### config.mk
export PLATFORM = sky130hd
export DESIGN_NAME = ioctl_sdram_writer
export DESIGN_NICKNAME = d
export VERILOG_FILES = /design/src/rtl/ioctl_sdram_writer.sv
export SDC_FILE = /design/constraint.sdc
export NUM_CORES = 1
export LEC_CHECK = 0
export ABC_AREA = 1
export BUFFER_PORTS_ARGS = -buffer_cell sky130_fd_sc_hd__buf_2
export CAP_MARGIN = 20
export CORE_MARGIN = 2
export CORE_UTILIZATION = 50
export CTS_CLUSTER_DIAMETER = 200
export CTS_CLUSTER_SIZE = 14
export DETAILED_ROUTE_END_ITERATION = 16
export PLACE_DENSITY_LB_ADDON = 0.3
export SETUP_SLACK_MARGIN = 0.1
export SLEW_MARGIN = 0
export SYNTH_ARGS = -nofsm -noshare
export SYNTH_HDL_FRONTEND = slang
export SYNTH_SLANG_ARGS = --single-unit
### constraint.sdc
create_clock -name clk -period 4.6 [get_ports clk]
set_input_delay 0.92 -clock clk [delete_from_list [all_inputs] [get_ports clk]]
set_output_delay 0.92 -clock clk [all_outputs]
set_load 0.01 [all_outputs]
### src/rtl/ioctl_sdram_writer.sv
// ============================================================================
// ioctl_sdram_writer
//
// Packs the byte-serial IO-controller download stream into 16-bit SDRAM write
// requests with byte strobes. Packed words are queued in a small FIFO and
// issued one at a time on the SDRAM controller's port1 req/ack toggle
// handshake.
//
// Ports:
//   clk              system / SDRAM clock
//   init_n           asynchronous active-low reset (shared with controller)
//   ioctl_download   high while a download is active
//   ioctl_wr         one-cycle byte strobe
//   ioctl_addr       byte address [AW:0]
//   ioctl_dout       byte data
//   ioctl_wait       host must not strobe while high
//   busy             pack register, FIFO or request still in flight
//   overflow         sticky drop flag, cleared on download rising edge
//   port1_req        toggle request
//   port1_ack        toggle acknowledge (done when ack == req)
//   port1_we         constant 1
//   port1_a          word address [AW:1]
//   port1_ds         byte strobes {hi, lo}
//   port1_d          write data
//
// Build option:
//   IOCTL_BYTE_SWAP_EN  when defined, even byte addresses map to the high
//                       lane and odd ones to the low lane (big-endian images).
// ============================================================================
module ioctl_sdram_writer #(
    parameter int unsigned FIFO_DEPTH = 4,
    parameter int unsigned AW         = 23
) (
    input  logic          clk,
    input  logic          init_n,
    input  logic          ioctl_download,
    input  logic          ioctl_wr,
    input  logic [AW:0]   ioctl_addr,
    input  logic [7:0]    ioctl_dout,
    output logic          ioctl_wait,
    output logic          busy,
    output logic          overflow,
    output logic          port1_req,
    input  logic          port1_ack,
    output logic          port1_we,
    output logic [AW:1]   port1_a,
    output logic [1:0]    port1_ds,
    output logic [15:0]   port1_d
);

    localparam int unsigned PW = $clog2(FIFO_DEPTH);
    localparam int unsigned EW = AW + 18;   // {addr, ds, data}

    localparam logic [PW:0] FULL_CNT = (PW+1)'(FIFO_DEPTH);
    localparam logic [PW:0] WAIT_CNT = (PW+1)'(FIFO_DEPTH - 1);
    localparam logic [5:0]  TMO_LAST = 6'd63;

    localparam logic [0:0] S_IDLE = 1'b0;
    localparam logic [0:0] S_WAIT = 1'b1;

    // ------------------------------------------------------------------
    // State
    // ------------------------------------------------------------------
    logic            dl_q;
    logic            pk_vld_q, pk_vld_d;
    logic [AW-1:0]   pk_a_q,   pk_a_d;
    logic [1:0]      pk_ds_q,  pk_ds_d;
    logic [15:0]     pk_d_q,   pk_d_d;
    logic [5:0]      tmo_q,    tmo_d;
    logic [PW:0]     cnt_q,    cnt_d;
    logic [PW-1:0]   wr_ptr_q, wr_ptr_d;
    logic [PW-1:0]   rd_ptr_q, rd_ptr_d;
    logic            ovf_q,    ovf_d;
    logic [0:0]      st_q,     st_d;
    logic            req_q,    req_d;
    logic [AW-1:0]   a_q,      a_d;
    logic [1:0]      ds_q,     ds_d;
    logic [15:0]     d_q,      d_d;
    logic [EW-1:0]   mem_q [FIFO_DEPTH];

    // ------------------------------------------------------------------
    // Incoming byte decode
    // ------------------------------------------------------------------
    logic            wr_ok, hi_lane, dl_fall, dl_rise;
    logic [1:0]      in_ds;
    logic [15:0]     in_d;
    logic [AW-1:0]   in_word;

    assign wr_ok   = ioctl_wr & ~ioctl_wait;
    assign dl_fall = dl_q & ~ioctl_download;
    assign dl_rise = ~dl_q & ioctl_download;
    assign in_word = ioctl_addr[AW:1];
`ifdef IOCTL_BYTE_SWAP_EN
    assign hi_lane = ~ioctl_addr[0];
`else
    assign hi_lane = ioctl_addr[0];
`endif
    assign in_ds = hi_lane ? 2'b10 : 2'b01;
    assign in_d  = hi_lane ? {ioctl_dout, 8'h00} : {8'h00, ioctl_dout};

    // ------------------------------------------------------------------
    // Pack register: decides what (if anything) is pushed this edge
    // ------------------------------------------------------------------
    logic            push_v;
    logic [EW-1:0]   push_w;

    always_comb begin
        push_v   = 1'b0;
        push_w   = {pk_a_q, pk_ds_q, pk_d_q};
        pk_vld_d = pk_vld_q;
        pk_a_d   = pk_a_q;
        pk_ds_d  = pk_ds_q;
        pk_d_d   = pk_d_q;
        tmo_d    = '0;
        if (wr_ok) begin
            if (pk_vld_q && (pk_a_q == in_word) && ((pk_ds_q & in_ds) == 2'b00)) begin
                // Complementary lane of the held word: complete it directly.
                push_v   = 1'b1;
                push_w   = {pk_a_q, 2'b11, pk_d_q | in_d};
                pk_vld_d = 1'b0;
            end else begin
                // Evict any held partial word and start a new one.
                push_v   = pk_vld_q;
                pk_vld_d = 1'b1;
                pk_a_d   = in_word;
                pk_ds_d  = in_ds;
                pk_d_d   = in_d;
            end
        end else if (pk_vld_q) begin
            // tmo_q counts idle clocks since load; the 64th flushes.
            if (dl_fall || (tmo_q == TMO_LAST)) begin
                push_v   = 1'b1;
                pk_vld_d = 1'b0;
            end else begin
                tmo_d = tmo_q + 6'd1;
            end
        end
    end

    // ------------------------------------------------------------------
    // FIFO bookkeeping, overflow and issue FSM
    // ------------------------------------------------------------------
    logic            pop, full, push_ok;
    logic [EW-1:0]   head;

    assign head    = mem_q[rd_ptr_q];
    assign pop     = (st_q == S_IDLE) && (cnt_q != '0);
    assign full    = (cnt_q == FULL_CNT);
    assign push_ok = push_v && !full;

    always_comb begin
        wr_ptr_d = push_ok ? wr_ptr_q + 1'b1 : wr_ptr_q;
        rd_ptr_d = pop     ? rd_ptr_q + 1'b1 : rd_ptr_q;
        cnt_d    = cnt_q;
        case ({push_ok, pop})
            2'b10:   cnt_d = cnt_q + 1'b1;
            2'b01:   cnt_d = cnt_q - 1'b1;
            default: cnt_d = cnt_q;
        endcase

        ovf_d = dl_rise ? 1'b0 : ovf_q;
        if ((push_v && full) || (ioctl_wr && ioctl_wait))
            ovf_d = 1'b1;

        st_d  = st_q;
        req_d = req_q;
        a_d   = a_q;
        ds_d  = ds_q;
        d_d   = d_q;
        case (st_q)
            S_IDLE: begin
                if (pop) begin
                    a_d   = head[EW-1:18];
                    ds_d  = head[17:16];
                    d_d   = head[15:0];
                    req_d = ~req_q;
                    st_d  = S_WAIT;
                end
            end
            S_WAIT: begin
                if (port1_ack == req_q)
                    st_d = S_IDLE;
            end
            default: st_d = S_IDLE;
        endcase
    end

    always_ff @(posedge clk) begin
        if (push_ok)
            mem_q[wr_ptr_q] <= push_w;
    end

    always_ff @(posedge clk or negedge init_n) begin
        if (!init_n) begin
            dl_q     <= 1'b0;
            pk_vld_q <= 1'b0;
            pk_a_q   <= '0;
            pk_ds_q  <= '0;
            pk_d_q   <= '0;
            tmo_q    <= '0;
            cnt_q    <= '0;
            wr_ptr_q <= '0;
            rd_ptr_q <= '0;
            ovf_q    <= 1'b0;
            st_q     <= S_IDLE;
            req_q    <= 1'b0;
            a_q      <= '0;
            ds_q     <= '0;
            d_q      <= '0;
        end else begin
            dl_q     <= ioctl_download;
            pk_vld_q <= pk_vld_d;
            pk_a_q   <= pk_a_d;
            pk_ds_q  <= pk_ds_d;
            pk_d_q   <= pk_d_d;
            tmo_q    <= tmo_d;
            cnt_q    <= cnt_d;
            wr_ptr_q <= wr_ptr_d;
            rd_ptr_q <= rd_ptr_d;
            ovf_q    <= ovf_d;
            st_q     <= st_d;
            req_q    <= req_d;
            a_q      <= a_d;
            ds_q     <= ds_d;
            d_q      <= d_d;
        end
    end

    // ------------------------------------------------------------------
    // Outputs
    // ------------------------------------------------------------------
    assign ioctl_wait = (cnt_q >= WAIT_CNT);
    assign busy       = pk_vld_q | (cnt_q != '0) | (st_q == S_WAIT);
    assign overflow   = ovf_q;
    assign port1_req  = req_q;
    assign port1_we   = 1'b1;
    assign port1_a    = a_q;
    assign port1_ds   = ds_q;
    assign port1_d    = d_q;

endmodule

== Yosys cells after proc, flatten, opt, wreduce, memory -nomap -nowiden ==
Memories as Yosys holds them, arrays and structs flattened. A register that Yosys moved wholly into a read port is not among the register bits.
Cells that the tools add are included.
W data, S select, Z words.
Word-level totals
  register bits: 59
  memory bits (writable): 164
  memories kept: 1
Memory list
  mem_q: depth 4, width 41, rd ports 1, clocked after memory_dff 1, wr ports 1, line 79  | logic [EW-1:0] mem_q [FIFO_DEPTH];
Cells by class
  add/subtract/negate cells: 5
  magnitude comparators: 1
  equal/unequal tests: 6
  multiplexer cells: 23
  bitwise gates (word level): 13
  reduce and logical (&&, ||, !) cells: 16
Operators by type and width (number)
  $mux W18: 2
  $eq A23 B23 Y1: 1
  $mux W6: 3
  $mux W16: 1
  $or A16 B16 Y16: 1
  $mux W1: 14
  $add A6 B1 Y6 const B: 1
  $eq A6 B6 Y1 const B: 1
  $logic_and A1 B1 Y1: 6
  $not A1 Y1: 6
  $pmux W3 S2: 1
  $add A2 B1 Y2 const B: 2
  $reduce_and A2 Y1: 2
  $reduce_bool A2 Y1: 2
  $add A3 B1 Y3 const B: 1
  $and A1 B1 Y1: 3
  $eq A3 B3 Y1 const B: 1
  $ge A3 B2 Y1 const B: 1
  $reduce_bool A3 Y1: 1
  $sub A3 B1 Y3 const B: 1
  $and A2 B2 Y2: 1
  $eq A2 B1 Y1 const B: 1
  $eq A2 B2 Y1 const B: 1
  $logic_not A1 Y1: 2
  other kinds (6): 8

== Logic depth before layout (Yosys ltp) ==
Gate-level depths: netlist (run 1).
  depth after elaboration: 9
  depth in mapped cells: 13
  depth with buffers taken out: 12

== Worst setup path after synthesis (run 1) ==
No wires, ideal clock.
  kind: input -> register
  from: input port ioctl_wr
  to: memory mem_q[0][0] (netlist name), enable pin
  arrival time: 3.138 ns
  setup slack: 1.023 ns
  stages on the path: 6
  path through: nand3_1 clkinv_1 nor2_1 nand2_1 nand3_2 nor2_1
On the way
  cells in the longest elaborated chain, start to end: 5
Ends and longest elaborated chain
  start: declaration: line 37  | input logic ioctl_wr,
  $and A1 B1 Y1: line 89  | assign wr_ok = ioctl_wr & ~ioctl_wait;
  $mux W1: line 115  | if (wr_ok) begin
  $logic_and A1 B1 Y1: line 149  | assign push_ok = push_v && !full;
  $mux W1: line 189  | if (push_ok)
  $mux W1 (not written as such): line 190  | mem_q[wr_ptr_q] <= push_w;
  end: declaration: line 79
Every way passes these cells.

== Worst setup path in the final report (run 1) ==
  from: register tmo_q[0]
  to: register cnt_q[2]
On the way
  cells in the longest elaborated chain, start to end: 8
  elaborated cells on any way between the ends: 10
  classes of those cells: eq/ne: 3; mux: 4; reduce/logical: 3
Ends and longest elaborated chain
  start: declaration: line 69  | logic [5:0] tmo_q, tmo_d;
  start signal: assignment: line 216  | tmo_q <= tmo_d;
  $eq A6 B6 Y1 *: line 131  | if (dl_fall || (tmo_q == TMO_LAST)) begin
  $logic_or A1 B1 Y1 *: line 131
  $mux W1 *: line 131
  $mux W1 *: line 129  | end else if (pk_vld_q) begin
  $mux W1 *: line 115
  $logic_and A1 B1 Y1 *: line 149
  $eq A2 B1 Y1 / $eq A2 B2 Y1 (equally long branches): line 155  | case ({push_ok, pop})
  $pmux W3 S2 / $reduce_bool A2 Y1 (equally long branches)
  end signal: assignment: line 217  | cnt_q <= cnt_d;
  end: declaration: line 70  | logic [PW:0] cnt_q, cnt_d;
Every way passes the cells marked *; elsewhere a longest branch is shown, timed or not.
A chain may end at the register's enable or synchronous reset.

==> flow_summary_export.csv, run 1 <==
group,metric,value,unit
critical_path,end_kind,"flip-flop",
pwr,leakagePower,5.13,nW
synth,synthArstFlopShare,37.9,%
routing,wl,23.7,mm
worst_hold_path,min_path_cells,2,
finish,areaGrowthSynthToFinish,12.0,%
critical_path,critPathBufInv,1,
clock_network,post_cts_buffers,0,
placement,dpl.cell_count,1370,
critical_path,worst-path-stages,12,
critical_path,crit_path_max_fanout,8,
critical_path,worstReg2RegStart,"tmo_q[0]",
timing,final_max_slew_viol_count,0,
routing,drtIter0Drc,546,
clock_network,htreeDepth,1,
critical_path,cp_slowest_cell,"dfrtp_1",
timing,fin_crit,2.50,ns
synth,synth_edf_count,164,
finish,nets,1158,
synth,yosysWarnings,0,
synth,syn_inst,1049,
timing,finalHoldViolCount,0,
worst_hold_path,holdPathEnd,"pk_d_q[4]",
timing,relSlewSlack,36.1,%
floorplan,rows,54,
routing,ant_nets,0,
critical_path,worst_r2r_endpoint,"cnt_q[2]",
clock_network,numCtsBuffers,22,
critical_path,path_cells,"ha_1, nand3_1, nor2_1, nor2_1, nand2_1, nand3_2, ha_1, inv_1, fa_1, a21oi_1, o21ai_0, xor2_1",
timing,whs,0.476,ns
synth,ys_seq_elements,264,
finish,fillers,1883,
grt,grt_pass1_vias,7214,
floorplan,die_x,152,um
floorplan,core,0.0216,mm2
timing,fin_skew,0.0125,ns
worst_hold_path,hold_path_startpoint,"pk_d_q[4]",
pwr,vdd.ir_drop.worst,0.324,mV
timing,post-route-period-util,54.3,%
placement,gp_congestion,0.771,
finish,final_cell_mix,"nor2_1, nand2_1, edfxtp_1",
critical_path,crit_type,"reg -> reg",
critical_path,reg2regPathDepth,12,
critical_path,r2r_slack,2.10,ns
routing,drcViolationCount,0,
clock_network,clockRootBuffer,"clkbuf_16",
routing,vias_per_cell,5.20,
grt,grt_antenna_before_repair,2,
timing,fin_tns_setup,0,ns
floorplan,die_area,0.0230,mm2
synth,synth_area,0.0109,mm2
critical_path,required,4.98,ns
clock_network,insertion_delay,0.51,ns
clock_network,cts.clk_slew.worst_paths,0.07,ns
routing,vias,7335,
pwr,power_density,654,mW/mm2
grt,grt_remaining_overflow,0,
finish,finalNonFillerCells,1411,
clock_network,clkSinkCount,264,
grt,grt_max_degree,85,
timing,setup_viol,0,
floorplan,io_pins,83,
critical_path,slowest_delay,0.40,ns
floorplan,start_util,50.5,%
critical_path,start_kind,"flip-flop",
grt,grt_pass1_wl,38.4,mm
finish,multi_input_area,0.00296,mm2
synth,seq_area_frac_synth,68.0,%
worst_hold_path,hp-class,"reg -> reg",
grt,grt_use_total,20.6,%
finish,fin_util,56.6,%
clock_network,cts-resized-gates,0,
timing,rsz0062_at_grt,"no",
placement,hpwlAfterDp,14.1,mm
routing,routedWlPerCell,16.8,um
synth,syn_area_per_cell,10.4,um2
synth,synth_cell_type_count,30,
finish,drive_above_1_share,11.7,%
synth,yosys_most_used_dff,"edfxtp_1",
clock_network,cts.path.max_buffers,3,
flow_run,cap_violations,0,
floorplan,die_h,152,um
finish,register_area,0.00743,mm2
placement,port_buffers,81,
timing,worstMarginPinSlew,0.958,ns
clock_network,cts_hold_buffers,0,
clock_network,cts_tree,"built",
finish,layout_commonest_cell,"nor2_1",
routing,first_pass_iters,5,
synth,syn_nets,1093,
status,status,"completed",
critical_path,critPathTopFamily,"adder cells",
critical_path,arrival,2.88,ns
timing,fmax,0.400,GHz
==> kinds of logic after synthesis <==
logic type,Yosys count,share of synthesized area [%]
simple gates,491,18.2
flops,264,68.0
buf+inv,140,5.31
compound gates,133,6.57
xor+xnor,13,1.04
fa+ha+maj,7,0.870
other cells,1,0.0343
==> report_power, final <==
group / switching (mW) / leakage, nW / total (mW) / internal (mW)
Clock: 0.796 / 0.308 / 1.74 / 0.946
Combinational: 1.71 / 2.12 / 2.53 / 0.824
Sequential: 0.417 / 2.70 / 3.73 / 3.31
Total: 2.92 / 5.13 / 8.00 / 5.08
==> metal layers <==
metal | vias up | GRT usage, % | part of all wire (%)
li1 | 3608 | - | -
met1 | 3492 | 29.5 | 46
met2 | 198 | 33.1 | 47
met3 | 37 | 2.54 | 4.8
met4 | 0 | 6.99 | 2.4
met5 | - | 0 | 0
==> synth_stat cells (2+ instances only) <==
cell	instances	area share [%]
inv_2	2	0.069
buf_6	4	0.41
edfxtp_1	164	45
o21ai_1	4	0.18
buf_1	11	0.38
buf_2	14	0.64
clkinv_1	3	0.10
nand2_4	2	0.21
nor2_1	246	8.5
dfrtp_1	100	23
xor2_1	11	0.88
a31oi_1	41	2.3
nand4_1	17	0.97
nand2_1	169	5.8
o21ai_0	85	3.9
ha_1	6	0.69
nand3_1	52	2.4
xnor2_1	2	0.16
buf_4	2	0.14
a21oi_1	2	0.092
clkbuf_1	23	0.79
inv_1	81	2.8
==> flip-flops by register name, indices dropped and copies added, names as in the netlist, 3 cells and up <==
signal   count
mem_q      164
port1_a     23
tmo_q        6
pk_d_q      16
cnt_q        3
port1_d     16
pk_a_q      23
==> stage by stage <==
| stage | power, mW | area [um2] | worst slack (ns) |
|---|---|---|---|
| after CTS | 8.07 | 12200 | 2.11 |
| after detailed placement | 6.34 | 11600 | 1.75 |
| after global placement | 6.23 | 11600 | 1.77 |
| after global routing | 8.56 | 12200 | 1.91 |
| final | 8.00 | 12200 | 2.10 |
| after floorplan | 5.44 | 10900 | 1.02 |
==> worst reg2reg max path: stages (launching register included) <==
cell     delay (ns)
dfrtp_1        0.40
ha_1           0.23
nand3_1        0.12
nor2_1         0.06
nor2_1         0.13
nand2_1        0.09
nand3_2        0.26
ha_1           0.21
inv_1          0.06
fa_1           0.37
a21oi_1        0.15
o21ai_0        0.13
xor2_1         0.16
==> worst max-delay path by stage <==
stage                        to  startpoint
CTS                    cnt_q[2]    tmo_q[0]
finish                 cnt_q[2]    tmo_q[0]
global route           cnt_q[2]    cnt_q[0]
global placement       cnt_q[2]    ioctl_wr
detailed placement     cnt_q[2]    ioctl_wr
floorplan           mem_q[0][0]    ioctl_wr
==> cell type report <==
type                       count  area share [%]
clock buffer                  39            5.28
inverter                      86            2.64
timing repair buffer          95            4.30
multi-input combinational    645            24.2
sequential                   264            60.7
antenna                        2          0.0409
tap                          280            2.86
(Power assumes the default switching activity.)
==> inputs of run 2 (changes only) <==
==> constraint.sdc (replaced) <==
create_clock -name clk -period 2.6 [get_ports clk]
set_input_delay 0.52 -clock clk [delete_from_list [all_inputs] [get_ports clk]]
set_output_delay 0.52 -clock clk [all_outputs]
set_load 0.01 [all_outputs]
==> run 2 against run 1 <==
Against the previous run:
- worst hold slack worse by 0.47 ns
- fmax is 9.6% higher
- first-iteration DRC count up 9.9%
- core utilization rose by 0.46 points
- clock skew up 0.0037 ns
- non-clock buffer count is 11 higher
- final cell count is 0.85% higher
- cell area increased by 0.81%
- flip-flop and latch count unchanged
- setup slack got worse by 1.8 ns
- critical endpoint unchanged
- highest routed layer unchanged
==> flow_summary_export.csv, run 2 (synthesized netlist as in run 1, its figures left out) <==
group,metric,value,unit
clock_network,htreeDepth,1,
critical_path,start_kind,"flip-flop",
routing,routedWlPerCell,16.6,um
timing,post-route-period-util,87.7,%
worst_hold_path,hp-class,"in -> async",
grt,use_met3,2.57,%
critical_path,crit_type,"reg -> reg",
floorplan,io_pins,83,
finish,finalNonFillerCells,1423,
finish,areaGrowthSynthToFinish,12.9,%
grt,grt_pass1_wl,38.5,mm
critical_path,required,2.99,ns
clock_network,cts-resized-gates,0,
critical_path,critPathBufInv,1,
pwr,leakagePower,5.20,nW
status,status,"completed",
timing,worstMarginPinSlew,0.961,ns
finish,fillers,1832,
pwr,power_density,1150,mW/mm2
placement,gp_congestion,0.797,
finish,final_cell_mix,"nor2_1, nand2_1, edfxtp_1",
timing,rsz0062_at_grt,"no",
finish,drive_above_1_share,12.6,%
floorplan,die_x,152,um
placement,hpwlAfterDp,13.9,mm
finish,layout_commonest_cell,"nor2_1",
critical_path,path_cells,"ha_1, nand3_1, nor2_1, nor2_1, nand2_1, nand3_2, ha_1, inv_1, fa_1, a21oi_1, o21ai_0, xor2_1",
timing,final_max_slew_viol_count,0,
routing,ant_nets,0,
grt,grt_max_degree,86,
clock_network,insertion_delay,0.51,ns
clock_network,cts.path.max_buffers,3,
critical_path,arrival,2.67,ns
floorplan,die_h,152,um
grt,grt_remaining_overflow,0,
clock_network,clkSinkCount,264,
routing,wl,23.7,mm
routing,drtIter0Drc,600,
grt,grt_pass1_vias,7314,
timing,fin_skew,0.0162,ns
floorplan,core,0.0216,mm2
finish,largest_reg_flops,164,
routing,drcViolationCount,0,
routing,vias_per_cell,5.20,
timing,fin_tns_setup,0,ns
pwr,vdd.ir_drop.worst,0.718,mV
critical_path,cp_slowest_cell,"dfrtp_1",
timing,setup_viol,0,
floorplan,start_util,50.5,%
critical_path,crit_path_max_fanout,3,
clock_network,cts.clk_slew.worst_paths,0.07,ns
grt,grt_antenna_before_repair,2,
finish,nets,1169,
clock_network,clockRootBuffer,"clkbuf_16",
timing,fmax,0.438,GHz
flow_run,cap_violations,0,
timing,finalHoldViolCount,0,
clock_network,numCtsBuffers,22,
clock_network,cts_tree,"built",
floorplan,rows,54,
critical_path,critPathTopFamily,"adder cells",
critical_path,end_kind,"flip-flop",
routing,first_pass_iters,5,
finish,top_register,"mem_q",
routing,vias,7398,
timing,relSlewSlack,35.9,%
clock_network,post_cts_buffers,0,
floorplan,die_area,0.0230,mm2
grt,grt_use_total,20.8,%
grt,grt_util_met2,35.6,%
grt,grt_util_met1,28.0,%
clock_network,cts_hold_buffers,0,
critical_path,slowest_delay,0.40,ns
timing,fin_crit,2.28,ns
grt,busiest_layer,"met2",
placement,port_buffers,81,
placement,dpl.cell_count,1381,
## run 2: changes by cell type in the layout (fill, tap and decap cells not counted)
cell,before,now
buf_4,14,24
buf_12,1,2
inv_2,2,3
clkbuf_1,15,16
clkinv_1,3,2
## run 2: layout make-up
type	count	area (um2)	area share [%]
diodes	2	5.00	0.0406
clock buffers	40	649	5.27
well taps	280	350	2.84
inverters	86	323	2.62
flip-flops and latches	264	7430	60.2
repair buffers	106	621	5.03
multi-input cells	645	2960	24.0
## run 2: stage by stage
step	utilization [%]	hold slack [ns]	setup slack, ns	power [mW]	area, um2
floorplan	-	0.224	0.0511	9.63	10900
global placement	54.0	0.443	0.414	11.0	11700
detailed placement	54.0	0.458	0.332	11.2	11700
CTS	57.0	0.00814	0.312	14.3	12300
global route	57.0	0.0230	0.149	15.2	12300
finish	57.0	0.00640	0.319	14.2	12300
## run 2: path summary, 6_finish.rpt
check | start | end | slack [ns] | depth (start not counted)
worst max-delay path | tmo_q[0] | cnt_q[2] | 0.32 | 12
worst min-delay path | init_n | port1_d[8] | 0.006 | 1
worst max register to register | tmo_q[0] | cnt_q[2] | 0.32 | 12
worst min register to register | tmo_q[0] | tmo_q[0] | 0.46 | 1
max in group asynchronous | init_n | cnt_q[0] | 1.97 | 2
min in group clk | ioctl_download | dl_q | 0.12 | 1
## run 2: layer usage
metal,up-vias,part of all wire (%)
met5,-,0
met4,0,2.3
met3,46,4.8
met2,204,49
met1,3518,44
li1,3630,-
## run 2: power breakdown
group / total, mW / switching [mW] / internal (mW)
sequential: 6.58 / 0.717 / 5.86
combinational: 4.54 / 3.02 / 1.51
clock: 3.08 / 1.40 / 1.68
==> inputs of run 3 (changes only) <==
--- a/config.mk
+++ b/config.mk
@@ -6,13 +6,14 @@
 export NUM_CORES = 1
 export LEC_CHECK = 0
 export ABC_AREA = 1
-export BUFFER_PORTS_ARGS = -buffer_cell sky130_fd_sc_hd__buf_2
 export CAP_MARGIN = 20
 export CORE_MARGIN = 2
 export CORE_UTILIZATION = 50
+export CTS_BUF_LIST = sky130_fd_sc_hd__clkbuf_16
 export CTS_CLUSTER_DIAMETER = 200
 export CTS_CLUSTER_SIZE = 14
 export DETAILED_ROUTE_END_ITERATION = 16
+export DONT_BUFFER_PORTS = 1
 export PLACE_DENSITY_LB_ADDON = 0.3
 export SETUP_SLACK_MARGIN = 0.1
 export SLEW_MARGIN = 0
==> run 3 against run 2 <==
Against the previous run:
- the run now ends with negative hold slack left
- fmax rose by 3.1%
- routed wire length fell by 2.7%
- clock skew fell by 0.0043 ns
- flip-flop and latch count did not move
- setup slack improved by 0.068 ns
- sequential power rose by 3.3%
- global-route usage fell by 0.62 points
- non-clock buffer count fell by 86
- register-to-register slack improved by 0.07 ns
- highest routed layer unchanged
==> flow_summary_export.csv, run 3 (synthesized netlist as in run 1, its figures left out) <==
group,metric,value,unit
worst_hold_path,hp-class,"in -> async",
finish,layout_commonest_cell,"nor2_1",
critical_path,crit_type,"reg -> reg",
grt,grt_remaining_overflow,0,
clock_network,cts_tree,"built",
floorplan,core,0.0216,mm2
timing,fin_tns_setup,0,ns
routing,wl,23.0,mm
clock_network,numCtsBuffers,22,
routing,ant_nets,0,
pwr,vdd.ir_drop.worst,0.574,mV
critical_path,crit_path_max_fanout,3,
clock_network,cts.clk_slew.worst_paths,0.07,ns
pwr,leakagePower,4.93,nW
finish,drive_above_1_share,5.41,%
timing,finalHoldViolCount,100,
finish,final_cell_mix,"nor2_1, nand2_1, edfxtp_1",
floorplan,die_x,152,um
critical_path,required,2.99,ns
placement,hpwlAfterDp,13.4,mm
finish,largest_reg_flops,164,
finish,nets,1083,
timing,fin_crit,2.21,ns
pwr,switchingPower,4.99,mW
routing,routedWlPerCell,17.3,um
placement,port_buffers,0,
pwr,comb_power_share,28.8,%
pwr,clkPwrFrac,21.8,%
pwr,power_density,1150,mW/mm2
timing,setup_viol,0,
clock_network,insertion_delay,0.51,ns
finish,fin_util,55.1,%
timing,relSlewSlack,38.1,%
placement,place_area,0.0113,mm2
status,status,"finished with violations",
clock_network,clockRootBuffer,"clkbuf_16",
timing,fin_skew,0.0119,ns
grt,grt_antenna_before_repair,0,
routing,vias_per_cell,5.23,
grt,grt_pass1_vias,6927,
floorplan,start_util,50.5,%
finish,finalNonFillerCells,1334,
finish,fin_area,0.0119,mm2
timing,fmax,0.452,GHz
finish,areaGrowthSynthToFinish,8.97,%
clock_network,cts.path.max_buffers,3,
status,violations,"negative hold slack",
routing,first_pass_iters,4,
pwr,sw_frac_of_total,36.3,%
pwr,seq_power_share,49.5,%
grt,grt_pass1_wl,37.2,mm
finish,diodes,0,
grt,grt_max_degree,101,
critical_path,worstReg2RegStart,"tmo_q[0]",
floorplan,die_h,152,um
timing,final_max_slew_viol_count,0,
critical_path,end_kind,"flip-flop",
timing,rsz0062_at_grt,"no",
pwr,p_int,8.75,mW
floorplan,rows,54,
clock_network,clkSinkCount,264,
timing,whs,-0.299,ns
flow_run,cap_violations,0,
critical_path,start_kind,"flip-flop",
clock_network,post_cts_buffers,0,
floorplan,die_area,0.0230,mm2
floorplan,io_pins,83,
finish,top_register,"mem_q",
critical_path,arrival,2.60,ns
placement,gp_congestion,0.757,
critical_path,setup.worst_path.start,"tmo_q[0]",
placement,dpl.cell_count,1295,
timing,worstMarginPinSlew,0.928,ns
routing,drtIter0Drc,408,
clock_network,cts-resized-gates,0,
routing,drcViolationCount,0,
timing,post-route-period-util,85.1,%
grt,grt_use_total,20.1,%
clock_network,htreeDepth,1,
routing,vias,6983,
## run 3: cell count changes in the layout (fill, tap and decap cells not counted)
cell / previous run / this run
buf_12: 2 / 5
buf_2: 80 / 0
buf_4: 24 / 15
clkbuf_1: 16 / 0
clkbuf_8: 1 / 0
clkinv_1: 2 / 3
diode_2: 2 / 0
inv_1: 81 / 96
## run 3: through the flow
step	setup WS (ns)	total power, mW
final	0.387	13.7
after global routing	0.174	14.8
after CTS	0.376	13.9
after detailed placement	0.396	10.9
after global placement	0.429	10.7
after floorplan	0.0511	9.63
## run 3: layout make-up
class / count / area [um2]
well taps: 280 / 350
flip-flops and latches: 264 / 7430
multi-input cells: 645 / 2960
clock buffers: 23 / 576
inverters: 86 / 323
fillers: 1846 / 9720
clock inverters: 16 / 60.1
repair buffers: 20 / 213
## run 3: layer usage
metal / share of wire, % / GRT usage [%]
met4: 1.6 / 4.32
met5: 0 / 0
met2: 49 / 34.8
met3: 6.1 / 4.68
met1: 44 / 26.2
## run 3: power groups by stage
stage | clock (mW) | sequential [mW] | combinational, mW
after detailed placement | 0 | 6.90 | 4.00
after global placement | 0 | 6.85 | 3.86
final | 2.99 | 6.80 | 3.95
after floorplan | 0 | 6.61 | 3.03
after CTS | 3.05 | 6.82 | 4.00
after global routing | 3.23 | 6.96 | 4.57
## run 3: final timing paths
check,depth (start not counted),slack (ns),to
hold / removal,0,-0.30,port1_a[3]
max in group asynchronous,0,2.75,pk_a_q[17]
setup reg to reg,12,0.39,cnt_q[2]
min in group clk,0,0.04,dl_q
hold reg to reg,2,0.47,pk_d_q[14]
setup / recovery,12,0.39,cnt_q[2]
## run 3: critical path: stages, from the launching register on
cell,delay [ns]
dfrtp_1,0.40
ha_1,0.23
nand3_1,0.12
nor2_1,0.05
nor2_1,0.13
nand2_1,0.10
nand3_2,0.08
ha_1,0.15
inv_1,0.07
fa_1,0.37
a21oi_1,0.14
o21ai_0,0.11
xor2_1,0.15
